$ cat config.mk
export PLATFORM = sky130hd
export DESIGN_NAME = fxp_alu_arbiter
export DESIGN_NICKNAME = d
export VERILOG_FILES = /design/src/rtl/fxp_pkg.sv /design/src/rtl/fxp_sat_alu.sv /design/src/rtl/fxp_alu_arbiter.sv
export SDC_FILE = /design/constraint.sdc
export NUM_CORES = 1
export LEC_CHECK = 0
export CORE_UTILIZATION = 50
export CTS_CLUSTER_DIAMETER = 150
export DETAILED_ROUTE_END_ITERATION = 6
export HOLD_SLACK_MARGIN = 0.03
export PLACE_DENSITY = 0.75
export SLEW_MARGIN = 20
export SYNTH_ARGS = -nofsm -noshare
export SYNTH_HDL_FRONTEND = slang
export SYNTH_HIERARCHICAL = 1
export SYNTH_SLANG_ARGS = --single-unit
$ cat constraint.sdc
create_clock -name clk -period 6.4 [get_ports clk]
set_clock_uncertainty 0.1 [all_clocks]
set_input_delay 0.64 -clock clk [delete_from_list [all_inputs] [get_ports clk]]
set_output_delay 0.64 -clock clk [all_outputs]
set_load 0.05 [all_outputs]
$ cat src/rtl/fxp_pkg.sv
// rtl/fxp_pkg.sv - shared fixed-point opcodes, format constants and saturation limits
package fxp_pkg;

    localparam int FXP_WIDTH = 8;
    localparam int FXP_FRAC  = 6;

    localparam logic signed [FXP_WIDTH-1:0] FXP_MAX = {1'b0, {(FXP_WIDTH-1){1'b1}}};
    localparam logic signed [FXP_WIDTH-1:0] FXP_MIN = {1'b1, {(FXP_WIDTH-1){1'b0}}};

    typedef enum logic [1:0] {
        FXP_ADD   = 2'b00,
        FXP_SUB   = 2'b01,
        FXP_MUL   = 2'b10,
        FXP_PASSA = 2'b11
    } fxp_op_e;

endpackage

$ cat src/rtl/fxp_sat_alu.sv
// rtl/fxp_sat_alu.sv - combinational saturating fixed-point ADD/SUB/MUL/PASSA unit
module fxp_sat_alu
    import fxp_pkg::*;
#(
    parameter int WIDTH = FXP_WIDTH,
    parameter int FRAC  = FXP_FRAC
) (
    input  fxp_op_e                  i_op,
    input  logic signed [WIDTH-1:0]  i_a,
    input  logic signed [WIDTH-1:0]  i_b,
    output logic        [WIDTH-1:0]  o_data,
    output logic                     o_ovf
);

    localparam int WW = 2 * WIDTH;

    logic signed [WIDTH:0]  w_sum;
    logic signed [WIDTH:0]  w_diff;
    logic signed [WW-1:0]   w_prod;
    logic signed [WW-1:0]   w_wide;
    logic        [WIDTH:0]  w_top;

    assign w_sum  = {i_a[WIDTH-1], i_a} + {i_b[WIDTH-1], i_b};
    assign w_diff = {i_a[WIDTH-1], i_a} - {i_b[WIDTH-1], i_b};
    assign w_prod = $signed({{WIDTH{i_a[WIDTH-1]}}, i_a}) * $signed({{WIDTH{i_b[WIDTH-1]}}, i_b});

    // Every op is widened to 2*WIDTH so one range check covers all of them.
    always_comb begin
        w_wide = {{WIDTH{i_a[WIDTH-1]}}, i_a};
        case (i_op)
            FXP_ADD:   w_wide = {{(WIDTH-1){w_sum[WIDTH]}}, w_sum};
            FXP_SUB:   w_wide = {{(WIDTH-1){w_diff[WIDTH]}}, w_diff};
            FXP_MUL:   w_wide = w_prod >>> FRAC;
            default:   w_wide = {{WIDTH{i_a[WIDTH-1]}}, i_a};
        endcase
    end

    // In range only when the bits above the result's sign bit all match it.
    assign w_top  = w_wide[WW-1:WIDTH-1];
    assign o_ovf  = !((&w_top) || !(|w_top));
    assign o_data = !o_ovf ? w_wide[WIDTH-1:0] :
                    w_wide[WW-1] ? {1'b1, {(WIDTH-1){1'b0}}} : {1'b0, {(WIDTH-1){1'b1}}};

endmodule

$ cat src/rtl/fxp_alu_arbiter.sv
// rtl/fxp_alu_arbiter.sv - round-robin sharing of one saturating fixed-point ALU between NREQ requesters
module fxp_alu_arbiter
    import fxp_pkg::*;
#(
    parameter  int WIDTH = FXP_WIDTH,
    parameter  int FRAC  = FXP_FRAC,
    parameter  int NREQ  = 4,
    localparam int IDW   = $clog2(NREQ)
) (
    input  logic                    clk,
    input  logic                    rst,
    input  logic [NREQ-1:0]         req_valid,
    output logic [NREQ-1:0]         req_ready,
    input  logic [2*NREQ-1:0]       req_op,
    input  logic [NREQ*WIDTH-1:0]   req_a,
    input  logic [NREQ*WIDTH-1:0]   req_b,
    output logic                    rsp_valid,
    input  logic                    rsp_ready,
    output logic [IDW-1:0]          rsp_id,
    output logic [WIDTH-1:0]        rsp_data,
    output logic                    rsp_ovf
);

    logic [IDW-1:0]          r_ptr;
    logic                    r_s1_v;
    fxp_op_e                 r_s1_op;
    logic signed [WIDTH-1:0] r_s1_a;
    logic signed [WIDTH-1:0] r_s1_b;
    logic [IDW-1:0]          r_s1_id;
    logic                    r_rsp_valid;
    logic [IDW-1:0]          r_rsp_id;
    logic [WIDTH-1:0]        r_rsp_data;
    logic                    r_rsp_ovf;

    logic                    w_any;
    logic [IDW-1:0]          w_grant;
    int                      w_idx;
    logic                    w_s2_free;
    logic                    w_s1_free;
    logic                    w_accept;
    logic [IDW-1:0]          w_ptr_nxt;
    fxp_op_e                 w_sel_op;
    logic [WIDTH-1:0]        w_sel_a;
    logic [WIDTH-1:0]        w_sel_b;
    logic [WIDTH-1:0]        w_alu_data;
    logic                    w_alu_ovf;

    // First valid requester at or after the priority pointer, wrapping at NREQ.
    always_comb begin
        w_any   = 1'b0;
        w_grant = '0;
        w_idx   = 0;
        for (int k = 0; k < NREQ; k++) begin
            w_idx = int'(r_ptr) + k;
            if (w_idx >= NREQ) w_idx = w_idx - NREQ;
            if (!w_any && req_valid[w_idx]) begin
                w_any   = 1'b1;
                w_grant = IDW'(w_idx);
            end
        end
    end

    assign w_s2_free = !r_rsp_valid || rsp_ready;
    assign w_s1_free = !r_s1_v || w_s2_free;
    assign w_accept  = w_any && w_s1_free && !rst;
    assign req_ready = w_accept ? (NREQ'(1) << w_grant) : '0;
    assign w_ptr_nxt = (int'(w_grant) == NREQ - 1) ? '0 : w_grant + 1'b1;

    assign w_sel_op = fxp_op_e'(req_op[2*int'(w_grant) +: 2]);
    assign w_sel_a  = req_a[WIDTH*int'(w_grant) +: WIDTH];
    assign w_sel_b  = req_b[WIDTH*int'(w_grant) +: WIDTH];

    fxp_sat_alu #(
        .WIDTH (WIDTH),
        .FRAC  (FRAC)
    ) u_alu (
        .i_op   (r_s1_op),
        .i_a    (r_s1_a),
        .i_b    (r_s1_b),
        .o_data (w_alu_data),
        .o_ovf  (w_alu_ovf)
    );

    always_ff @(posedge clk) begin
        if (rst) begin
            r_ptr       <= '0;
            r_s1_v      <= 1'b0;
            r_s1_op     <= FXP_ADD;
            r_s1_a      <= '0;
            r_s1_b      <= '0;
            r_s1_id     <= '0;
            r_rsp_valid <= 1'b0;
            r_rsp_id    <= '0;
            r_rsp_data  <= '0;
            r_rsp_ovf   <= 1'b0;
        end else begin
            // S1 is free when empty or when its content moves to S2 this edge.
            if (w_s1_free) begin
                r_s1_v <= w_accept;
                if (w_accept) begin
                    r_s1_op <= w_sel_op;
                    r_s1_a  <= w_sel_a;
                    r_s1_b  <= w_sel_b;
                    r_s1_id <= w_grant;
                end
            end
            if (w_accept) r_ptr <= w_ptr_nxt;
            if (w_s2_free) begin
                r_rsp_valid <= r_s1_v;
                if (r_s1_v) begin
                    r_rsp_id   <= r_s1_id;
                    r_rsp_data <= w_alu_data;
                    r_rsp_ovf  <= w_alu_ovf;
                end
            end
        end
    end

    assign rsp_valid = r_rsp_valid;
    assign rsp_id    = r_rsp_id;
    assign rsp_data  = r_rsp_data;
    assign rsp_ovf   = r_rsp_ovf;

endmodule

==> impl_metrics.csv <==
group,metric,value,unit
placed_design,portBuffers,94,
timing,final.period_utilization,92.79,%
global_routing,overflow,0,
placed_design,dp.cells,924,
global_routing,antenna_found_initial,0,
setup_path,critPathLaunch,"r_s1_a[1]",
logic_synthesis,syn-cell-area,6061,um^2
routing,viasPerCell,5.813,
logic_synthesis,synth_edf_count,0,
logic_synthesis,yosys-top-cells-area,"fa_1 (18%), dfxtp_1 (12%), ha_1 (9.1%)",
clocking,cts_resized,0,
die,ios,95,
logic_synthesis,synth_top_area_cell,"fa_1",
clocking,post_cts_buffers,0,
pwr,power_density,330.3,nW/um^2
placed_design,hpwl,13610,um
timing,fin_crit,5.938,ns
routing,dr.pass1.iters,5,
logic_synthesis,syn_avg_cell_area,8.500,um^2
placed_design,place_congestion,0.9324,
setup_path,r2r-end,"rsp_ovf",
routing,routed-via-count,5418,
routing,drc,0,
global_routing,grt_pass1_wl,27480,um
routing,drt-initial-drc-count,340,
job,drv_cap,0,
logic_synthesis,yosys_warnings,6,
timing,slew_headroom,42.99,%
setup_path,end_kind,"flop",
timing,setup_viol,0,
final_layout,nFillCells,1023,
setup_path,arrival,5.99,ns
setup_path,crit_cells,18,
die,rows,39,
hold_path,hold_path.startpoint,"rsp_id[1]",
routing,wl,16730,um
final_layout,diodes,0,
timing,drv_slew,0,
logic_synthesis,async_flop_share,0,%
die,floorplan.core_area,11610,um^2
setup_path,critPathBufInv,3,
setup_path,worstSetupPathType,"reg2reg",
timing,hold_violations,0,
setup_path,critPathMaxStageDelay,0.66,ns
global_routing,grt_start_max_net_pins,41,
final_layout,fin_nets,966,
setup_path,worst_ep_required_time,6.45,ns
clocking,cts_max_path_buffers,2,
timing,max_freq,0.1684,GHz
clocking,holdBufCountCts,0,
clocking,tritoncts,"yes",
logic_synthesis,yosys.area.top_type_share,18.17,%
global_routing,grtUsageTotal,27.73,%
die,dieWidth,112.1,um
setup_path,reg2reg_depth,18,
logic_synthesis,synth.most_common_cell,"inv_1",
logic_synthesis,netlist_top_cells_count,"inv_1 (142), fa_1 (55), nor2_1 (45)",
clocking,clock_latency,0.28,ns
setup_path,reg2reg_from,"r_s1_a[1]",
routing,routedWlPerCell,17.95,um
logic_synthesis,synth_nets,891,
setup_path,crit_path_frequent_cell,"fa_1",
setup_path,worstPathCellList,"nand2_1 > fa_1 > fa_1 > inv_1 > fa_1 > inv_1 > fa_1 > inv_1 > ha_1 > o211ai_2 > a211oi_2 > a2111oi_4 > o21ai_2 > a311oi_2 > o21a_1 > mux2i_1 > mux2i_1 > nor2_1",
setup_path,start_kind,"flop",
clocking,clk_pin_slew,0.06,ns
setup_path,slowest_stage,"dfxtp_1",
setup_path,crit_path_end,"rsp_ovf",
timing,fin_setup_tns,0,ns
pwr,p_leak,0.003258,uW
hold_path,hp-class,"reg2reg",
clocking,clock_sinks,35,
routing,ant_nets,0,
setup_path,reg2reg_slack,0.46,ns
die,die_h,112.1,um
timing,rsz0062_at_grt,"no",
final_layout,syn_to_final_growth,18.27,%
setup_path,critPathTopFamily,"adder cells",
final_layout,drive_above_1_share,8.745,%
outcome,status,"finished clean",
die,start_util,52.19,%
pwr,ir_drop,0.1384,mV
clocking,h-tree-depth,2,
logic_synthesis,seq_area_frac_synth,11.56,%
setup_path,critPathMaxFanout,13,
logic_synthesis,ys_seq_elements,35,
clocking,cts_buffers,5,
logic_synthesis,syn_inst,713,
clocking,cts_root_buf,"clkbuf_16",
global_routing,grt_pass1_vias,5421,
timing,max_slew.worst_pin.slew,0.8551,ns
die,die-area,12570,um^2
logic_synthesis,synthFlopType,"dfxtp_1",
logic_synthesis,yosysUniqueCellTypes,85,
final_layout,fin_cells,932,
timing,hold_slack,0.4002,ns
## cell usage in the layout, fill, tap and decap left out, types with 9 or more instances in the layout
cell type / n
a211oi_1: 22
a211oi_2: 20
a21oi_1: 15
a32oi_1: 18
and2_1: 32
clkdlybuf4s50_1: 94
dfxtp_1: 35
fa_1: 55
ha_1: 44
inv_1: 142
mux2i_1: 35
nand2_1: 25
nand3_1: 41
nor2_1: 45
nor3_1: 12
o21ai_0: 9
xnor2_1: 10
## worst min-delay path by stage
stage                             end  cells after the start
after detailed placement  rsp_data[5]                      2
after CTS                 rsp_data[5]                      2
after global routing       r_s1_id[0]                      2
after global placement    rsp_data[2]                      2
after floorplan            r_s1_op[0]                      2
final                       rsp_id[1]                      2
## per-stage QoR
stage / power [uW] / cell area, um^2 / util (%) / setup WS, ns
after floorplan: 1652 / 6061 / - / 1.272
after global placement: 2032 / 6999 / 60.27 / 0.6626
after detailed placement: 2071 / 6999 / 60.27 / 0.4951
after CTS: 2362 / 7168 / 61.72 / 0.4641
after global routing: 2575 / 7168 / 61.72 / 0.1258
final: 2368 / 7168 / 61.72 / 0.4617
## metal layers
metal  routed length [um]  part of all wire, %  track usage [%]  vias up
met5                    0                    0                0        -
met4                  466                  2.8            10.04        0
met3                 1194                  7.1            2.970       25
met2                 7670                   46            46.13      249
met1                 7400                   44            37.45     2547
li1                     -                    -                -     2597
## logic make-up after synthesis
logic type | share of synthesized area (%)
adders and majority gates | 27.25
muxes | 6.338
AOI/OAI and AO/OA | 21.31
xor gates and xnor gates | 1.961
DFF | 11.56
and+or+nand+nor | 18.56
buffers and inverters | 13.03
## worst reg2reg max path: stages (launching register included)
cell	delay, ns
dfxtp_1	0.66
nand2_1	0.15
fa_1	0.52
fa_1	0.56
inv_1	0.06
fa_1	0.53
inv_1	0.06
fa_1	0.53
inv_1	0.04
ha_1	0.34
o211ai_2	0.27
a211oi_2	0.14
a2111oi_4	0.44
o21ai_2	0.12
a311oi_2	0.65
o21a_1	0.32
mux2i_1	0.10
mux2i_1	0.13
nor2_1	0.06
## where the power goes
part	leakage (uW)	switching, uW	total, uW	internal (uW)
Sequential	0.000290	98.8	372	274
Clock	0.0000838	97.0	281	184
Combinational	0.00288	1020	1710	697
Total	0.00326	1210	2370	1150
## sequential cells by signal, summed over array words and instances, names as in the netlist
| signal | flops |
|---|---|
| r_s1_a | 8 |
| r_s1_b | 8 |
| rsp_data | 8 |
| r_ptr | 2 |
| r_s1_id | 2 |
| r_s1_op | 2 |
| rsp_id | 2 |
| r_s1_v | 1 |
| rsp_ovf | 1 |
| rsp_valid | 1 |
## cell type report
type / instances / area (um^2) / share of cell area, %
Clock buffer: 5 / 125.1 / 1.746
Sequential cell: 35 / 700.7 / 9.775
Tap cell: 143 / 178.9 / 2.496
Timing Repair Buffer: 102 / 1001 / 13.96
Multi-Input combinational cell: 500 / 4578 / 63.87
Clock inverter: 3 / 43.79 / 0.6109
Inverter: 144 / 540.5 / 7.541
(Power assumes the default switching activity.)
